File: src/rtl/wh_switch_allocator.sv
// wh_switch_allocator: wormhole switch allocator with per-output round-robin arbitration,
// packet locking from head to tail flit, and credit-based downstream flow control.
module wh_switch_allocator #(
    parameter int NUM_PORTS    = 5,
    parameter int CREDIT_DEPTH = 4
) (
    input  logic                                     clk,
    input  logic                                     rst_n,
    input  logic [NUM_PORTS-1:0]                     req,
    input  logic [NUM_PORTS*$clog2(NUM_PORTS+1)-1:0] route,
    input  logic [NUM_PORTS-1:0]                     tail,
    input  logic [NUM_PORTS-1:0]                     credit_return,
    output logic [NUM_PORTS-1:0]                     grant,
    output logic [NUM_PORTS*$clog2(NUM_PORTS+1)-1:0] out_select,
    output logic [NUM_PORTS-1:0]                     out_busy,
    output logic                                     route_err,
    output logic                                     credit_err
);
    localparam int SEL_W = $clog2(NUM_PORTS + 1);
    localparam int CW    = $clog2(CREDIT_DEPTH + 1);
    localparam logic [SEL_W-1:0] IDLE      = '1;
    localparam logic [SEL_W-1:0] LAST_INIT = SEL_W'(NUM_PORTS - 1);
    localparam logic [CW-1:0]    FULL      = CW'(CREDIT_DEPTH);

    logic [SEL_W-1:0]     sel [NUM_PORTS];
    logic [NUM_PORTS-1:0] cerr;
    logic                 bad_route;

    for (genvar o = 0; o < NUM_PORTS; o++) begin : g_out
        logic                 lock;
        logic [SEL_W-1:0]     holder;
        logic [SEL_W-1:0]     last_grant;
        logic [CW-1:0]        credit;
        logic                 ce;
        logic [NUM_PORTS-1:0] r;
        logic [SEL_W-1:0]     pick;
        logic [SEL_W-1:0]     idx;
        logic                 g;
        logic                 win_tail;
        // Scan from farthest to nearest so the first requester after last_grant wins.
        always_comb begin
            r    = '0;
            pick = IDLE;
            idx  = '0;
            for (int i = 0; i < NUM_PORTS; i++)
                r[i] = req[i] && (route[i*SEL_W +: SEL_W] == SEL_W'(o));
            for (int k = NUM_PORTS; k >= 1; k--) begin
                idx = SEL_W'((int'(last_grant) + k) % NUM_PORTS);
                if (r[idx]) pick = idx;
            end
        end
        assign sel[o] = (!rst_n || credit == '0) ? IDLE :
                        lock ? (r[holder] ? holder : IDLE) : pick;
        assign g        = sel[o] != IDLE;
        assign win_tail = g && tail[sel[o]];
        assign out_select[o*SEL_W +: SEL_W] = sel[o];
        assign out_busy[o] = lock;
        assign cerr[o]     = ce;
        always_ff @(posedge clk or negedge rst_n) begin
            if (!rst_n) begin
                lock       <= 1'b0;
                holder     <= '0;
                last_grant <= LAST_INIT;
                credit     <= FULL;
                ce         <= 1'b0;
            end else begin
                if (g && !lock) begin
                    last_grant <= sel[o];
                    if (!win_tail) begin
                        lock   <= 1'b1;
                        holder <= sel[o];
                    end
                end
                if (g && lock && win_tail) begin
                    lock       <= 1'b0;
                    last_grant <= holder;
                end
                if (g && !credit_return[o])
                    credit <= credit - CW'(1);
                else if (!g && credit_return[o]) begin
                    if (credit == FULL) ce <= 1'b1;
                    else credit <= credit + CW'(1);
                end
            end
        end
    end

    always_comb begin
        grant = '0;
        for (int o = 0; o < NUM_PORTS; o++)
            for (int i = 0; i < NUM_PORTS; i++)
                if (sel[o] == SEL_W'(i)) grant[i] = 1'b1;
    end

    always_comb begin
        bad_route = 1'b0;
        for (int i = 0; i < NUM_PORTS; i++)
            bad_route = bad_route | (req[i] && (route[i*SEL_W +: SEL_W] >= SEL_W'(NUM_PORTS)));
    end

    always_ff @(posedge clk or negedge rst_n) begin
        if (!rst_n) route_err <= 1'b0;
        else if (bad_route) route_err <= 1'b1;
    end

    assign credit_err = |cerr;
endmodule
File: config.mk
export PLATFORM = sky130hd
export DESIGN_NAME = wh_switch_allocator
export DESIGN_NICKNAME = d
export VERILOG_FILES = /design/src/rtl/wh_switch_allocator.sv
export SDC_FILE = /design/constraint.sdc
export NUM_CORES = 1
export LEC_CHECK = 0
export CAP_MARGIN = 40
export CORE_ASPECT_RATIO = 0.8
export CORE_MARGIN = 2
export CORE_UTILIZATION = 40
export CTS_CLUSTER_DIAMETER = 40
export CTS_CLUSTER_SIZE = 14
export DETAILED_ROUTE_END_ITERATION = 16
export PLACE_DENSITY_LB_ADDON = 0.08
export SYNTH_ARGS = -nofsm -noshare
export SYNTH_HDL_FRONTEND = slang
export SYNTH_SLANG_ARGS = --single-unit
File: constraint.sdc
create_clock -name clk -period 11 [get_ports clk]
set_clock_uncertainty 0.2 [all_clocks]
set_input_delay 3.3 -clock clk [delete_from_list [all_inputs] [get_ports clk]]
set_output_delay 3.3 -clock clk [all_outputs]
set_load 0.05 [all_outputs]
==> metrics.txt <==
shortest clock period the worst path allows after layout 10.77 ns; fill cell instance count of the final layout 3330; primary flip-flop cell chosen by synthesis mapping sky130_fd_sc_hd__dfrtp_1; aggregate negative setup slack 0 ns; worst slack at placement 0.198 ns; Max Fanout on Critical Path 8; DRT Wirelength 42900 um; routed via count divided by cell count 6.12; number of maximum-capacitance violations 0; maximum clock insertion buffer count 2; HP Class flip-flop to flip-flop; routability cong. 0.922; Root Buffer Master sky130_fd_sc_hd__clkbuf_16; H-tree depth 2; worst hold path depth 1; Slew HR 0.414; number of resized instances in the post-cts repair step 0; fraction of layout cells with a size suffix above 1 0.130; share of synthesized area occupied by flip-flops and latches 0.104; CTS tree yes; Final Worst Setup Slack 0.229 ns; terminating pin of the worst hold path g_out[1].ce; layout overhead on the synthesized area 10.7%; Slew Limit Fails 0; number of input and output port buffers inserted 58; row count 60; YS warnings 0; vias in the first global route 12.3k; Detail Placement HPWL 33800 um; initial antenna violation count 1; hold slack 0.274 ns; setup repair after global routing missed its margin false; final non-filler cell total 2269; slack of the worst reg-to-reg path 3.77 ns; number of cells on the worst reg-to-reg path 25; post-route antenna net violation count 0; Setup violations, final 0; post-synthesis async set-or-reset flop share 1.00; detailed router's first-iteration violation count 1058; nets 2008; kind of launch point of the worst setup path input port; Mean Syn Cell Area 7.58 um2; clock net sink count 56; number of remaining DRC errors 0; cell accounting for the most synthesized area sky130_fd_sc_hd__ha_1; count of TritonRoute iterations in the first routing pass 5; total die area 0.0353 mm2; portion of synthesized cell area occupied by the leading cell type 0.126; total number of vias 13.9k; Cell Count Post-Placement 2257; floorplan die height 169 um; latest clock arrival within the worst-skew pair 0.30 ns; arrival time of data at the critical path endpoint 7.27 ns; slew of the pin with the lowest slew margin 0.880 ns; hold wc startpoint g_out[1].ce; initial standard-cell utilization of the core 0.404; origin of the critical flop-to-flop path g_out[3].last_grant[0]; required time of the critical path 7.50 ns; synthesized instance count 1786; summed instance area of the synthesized netlist 0.0135 mm2; final-report hold violation count 0; per-cell routed wire length 18.9 um; fin crit share 0.979; number of clock buffers inserted by TritonCTS 5; largest cells by area after synthesis sky130_fd_sc_hd__ha_1, sky130_fd_sc_hd__dfrtp_1, sky130_fd_sc_hd__mux2i_1; reg-to-reg critical path endpoint g_out[3].credit[2]; Max Clock Freq 92.8 MHz; category of the critical setup timing path input port to primary output; crit end category primary output; area inside the core boundary 0.0335 mm2; number of primary I/O pins 59; number of enable flip-flop cells after synthesis 0; post-synth cell types 120; maximum number of pins on one net before global-route repair 38; Chip Width 210 um; net count of the mapped netlist 1961; outcome finished, final reports clean; total track usage 0.236; wire length of the first global-routing pass 68300 um; overflow left after global routing 0; clock input transition at the sequential cells of the worst setup and hold paths 0.07 ns; flip-flop and latch count after synthesis 56
[layer usage]
layer  part of all wire  vias up  global-route usage
li1                   -     6829                   -
met1               0.50     6653               0.356
met2               0.43      379               0.365
met3              0.050       36              0.0236
met4              0.015        0              0.0407
met5                  0        -                   0
[synth_stat cells, types with 24 or more instances]
cell type                  number
sky130_fd_sc_hd__nor2_1       153
sky130_fd_sc_hd__inv_1        148
sky130_fd_sc_hd__ha_1         136
sky130_fd_sc_hd__a21oi_1      116
sky130_fd_sc_hd__nand2_1      116
sky130_fd_sc_hd__o21ai_0      100
sky130_fd_sc_hd__mux2i_1       61
sky130_fd_sc_hd__nand3_1       54
sky130_fd_sc_hd__clkbuf_1      51
sky130_fd_sc_hd__nor3_1        50
sky130_fd_sc_hd__dfrtp_1       46
sky130_fd_sc_hd__nand2b_1      41
sky130_fd_sc_hd__xnor2_1       34
sky130_fd_sc_hd__a211oi_1      28
sky130_fd_sc_hd__o211ai_1      28
sky130_fd_sc_hd__nor2b_1       27
sky130_fd_sc_hd__nor4_1        25
sky130_fd_sc_hd__a31oi_1       24
sky130_fd_sc_hd__o21a_1        24
[sequential cells by signal, summed over array words and instances, names as in the netlist]
register and cells:
route_err 1, g_out.last_grant 15, g_out.holder 15, g_out.lock 5
g_out.ce 5, g_out.credit 15
[what timing repair did]
item                                    CTS  global route
setup buffers                             0             3
hold buffers                              0             0
endpoints found under the setup margin    0             2
[cell families (layout without fill, tap and decap cells)]
family | count (synthesis) | count (layout) | synth area share
flops | 56 | 56 | 0.104
other cells | 0 | 1 | 0
xor+xnor | 44 | 44 | 0.0340
buf+inv | 242 | 290 | 0.0725
simple gates | 617 | 617 | 0.246
fa+ha+maj | 143 | 143 | 0.136
compound gates | 586 | 586 | 0.316
mux | 98 | 98 | 0.0907
[per-stage QoR]
stage | util | cell area (um2)
after detailed placement | 0.442 | 14800
after floorplan | - | 13500
after CTS | 0.447 | 15000
after global placement | 0.442 | 14800
final | 0.448 | 15000
after global routing | 0.448 | 15000
[worst max-delay path by stage]
stage | cells past startpoint | startpoint | end | slack [ns]
6_report | 13 | route[9] | grant[0] | 0.23
5_1_grt | 13 | route[9] | grant[0] | 0.05
4_1_cts | 13 | req[1] | grant[0] | 0.17
3_5_place_dp | 13 | req[1] | grant[0] | 0.20
3_3_place_gp | 13 | req[1] | grant[0] | 0.24
2_1_floorplan | 13 | route[4] | grant[1] | 0.64
[critical path: stages]
cell and delay (ns):
sky130_fd_sc_hd__clkdlybuf4s50_1 0.62, sky130_fd_sc_hd__nand4bb_1 0.48, sky130_fd_sc_hd__mux4_2 0.37, sky130_fd_sc_hd__o22ai_1 0.07
sky130_fd_sc_hd__mux2i_1 0.28, sky130_fd_sc_hd__and2_1 0.26, sky130_fd_sc_hd__or3_1 0.13, sky130_fd_sc_hd__nand4_1 0.08
sky130_fd_sc_hd__or3b_2 0.51, sky130_fd_sc_hd__a21oi_4 0.25, sky130_fd_sc_hd__nor3_1 0.10, sky130_fd_sc_hd__or4_1 0.59
sky130_fd_sc_hd__buf_4 0.22
[area by class of cell]
cell class	count	area, um2	share of cell area
clock buffer	5	125	0.00835
tap	434	543	0.0362
timing repair buffer	125	1130	0.0756
clock inverter	3	22.5	0.00150
antenna	1	2.50	0.000167
inverter	157	589	0.0393
multi-input combinational	1488	11200	0.744
sequential	56	1410	0.0943
[cell usage in the layout (no fill, tap or decap), types with 11 or more instances in the layout]
master and count:
sky130_fd_sc_hd__xnor2_1 34, sky130_fd_sc_hd__nand3_1 54, sky130_fd_sc_hd__nand2b_1 41, sky130_fd_sc_hd__inv_1 148, sky130_fd_sc_hd__mux2_2 14, sky130_fd_sc_hd__o21a_1 24, sky130_fd_sc_hd__dfrtp_1 46, sky130_fd_sc_hd__ha_1 136
sky130_fd_sc_hd__a211oi_1 27, sky130_fd_sc_hd__clkdlybuf4s50_1 39, sky130_fd_sc_hd__o211ai_1 28, sky130_fd_sc_hd__or2_2 19, sky130_fd_sc_hd__mux2i_1 61, sky130_fd_sc_hd__a21oi_1 116, sky130_fd_sc_hd__and3_1 14, sky130_fd_sc_hd__or3_1 12
sky130_fd_sc_hd__a311oi_1 11, sky130_fd_sc_hd__a21o_1 17, sky130_fd_sc_hd__o31ai_1 19, sky130_fd_sc_hd__o21ai_0 100, sky130_fd_sc_hd__a211o_1 11, sky130_fd_sc_hd__nor4_1 25, sky130_fd_sc_hd__nor2_1 153, sky130_fd_sc_hd__nand4_1 14
sky130_fd_sc_hd__nor2b_1 27, sky130_fd_sc_hd__buf_4 77, sky130_fd_sc_hd__nor3_1 50, sky130_fd_sc_hd__o32ai_1 11, sky130_fd_sc_hd__nand2_1 116, sky130_fd_sc_hd__a31oi_1 24, sky130_fd_sc_hd__a31o_2 14, sky130_fd_sc_hd__a221oi_1 15
sky130_fd_sc_hd__o22ai_1 12, sky130_fd_sc_hd__mux4_2 16
Power is not shown: default switching activity piles up to over one toggle a cycle in this logic, so the estimate is an artifact.
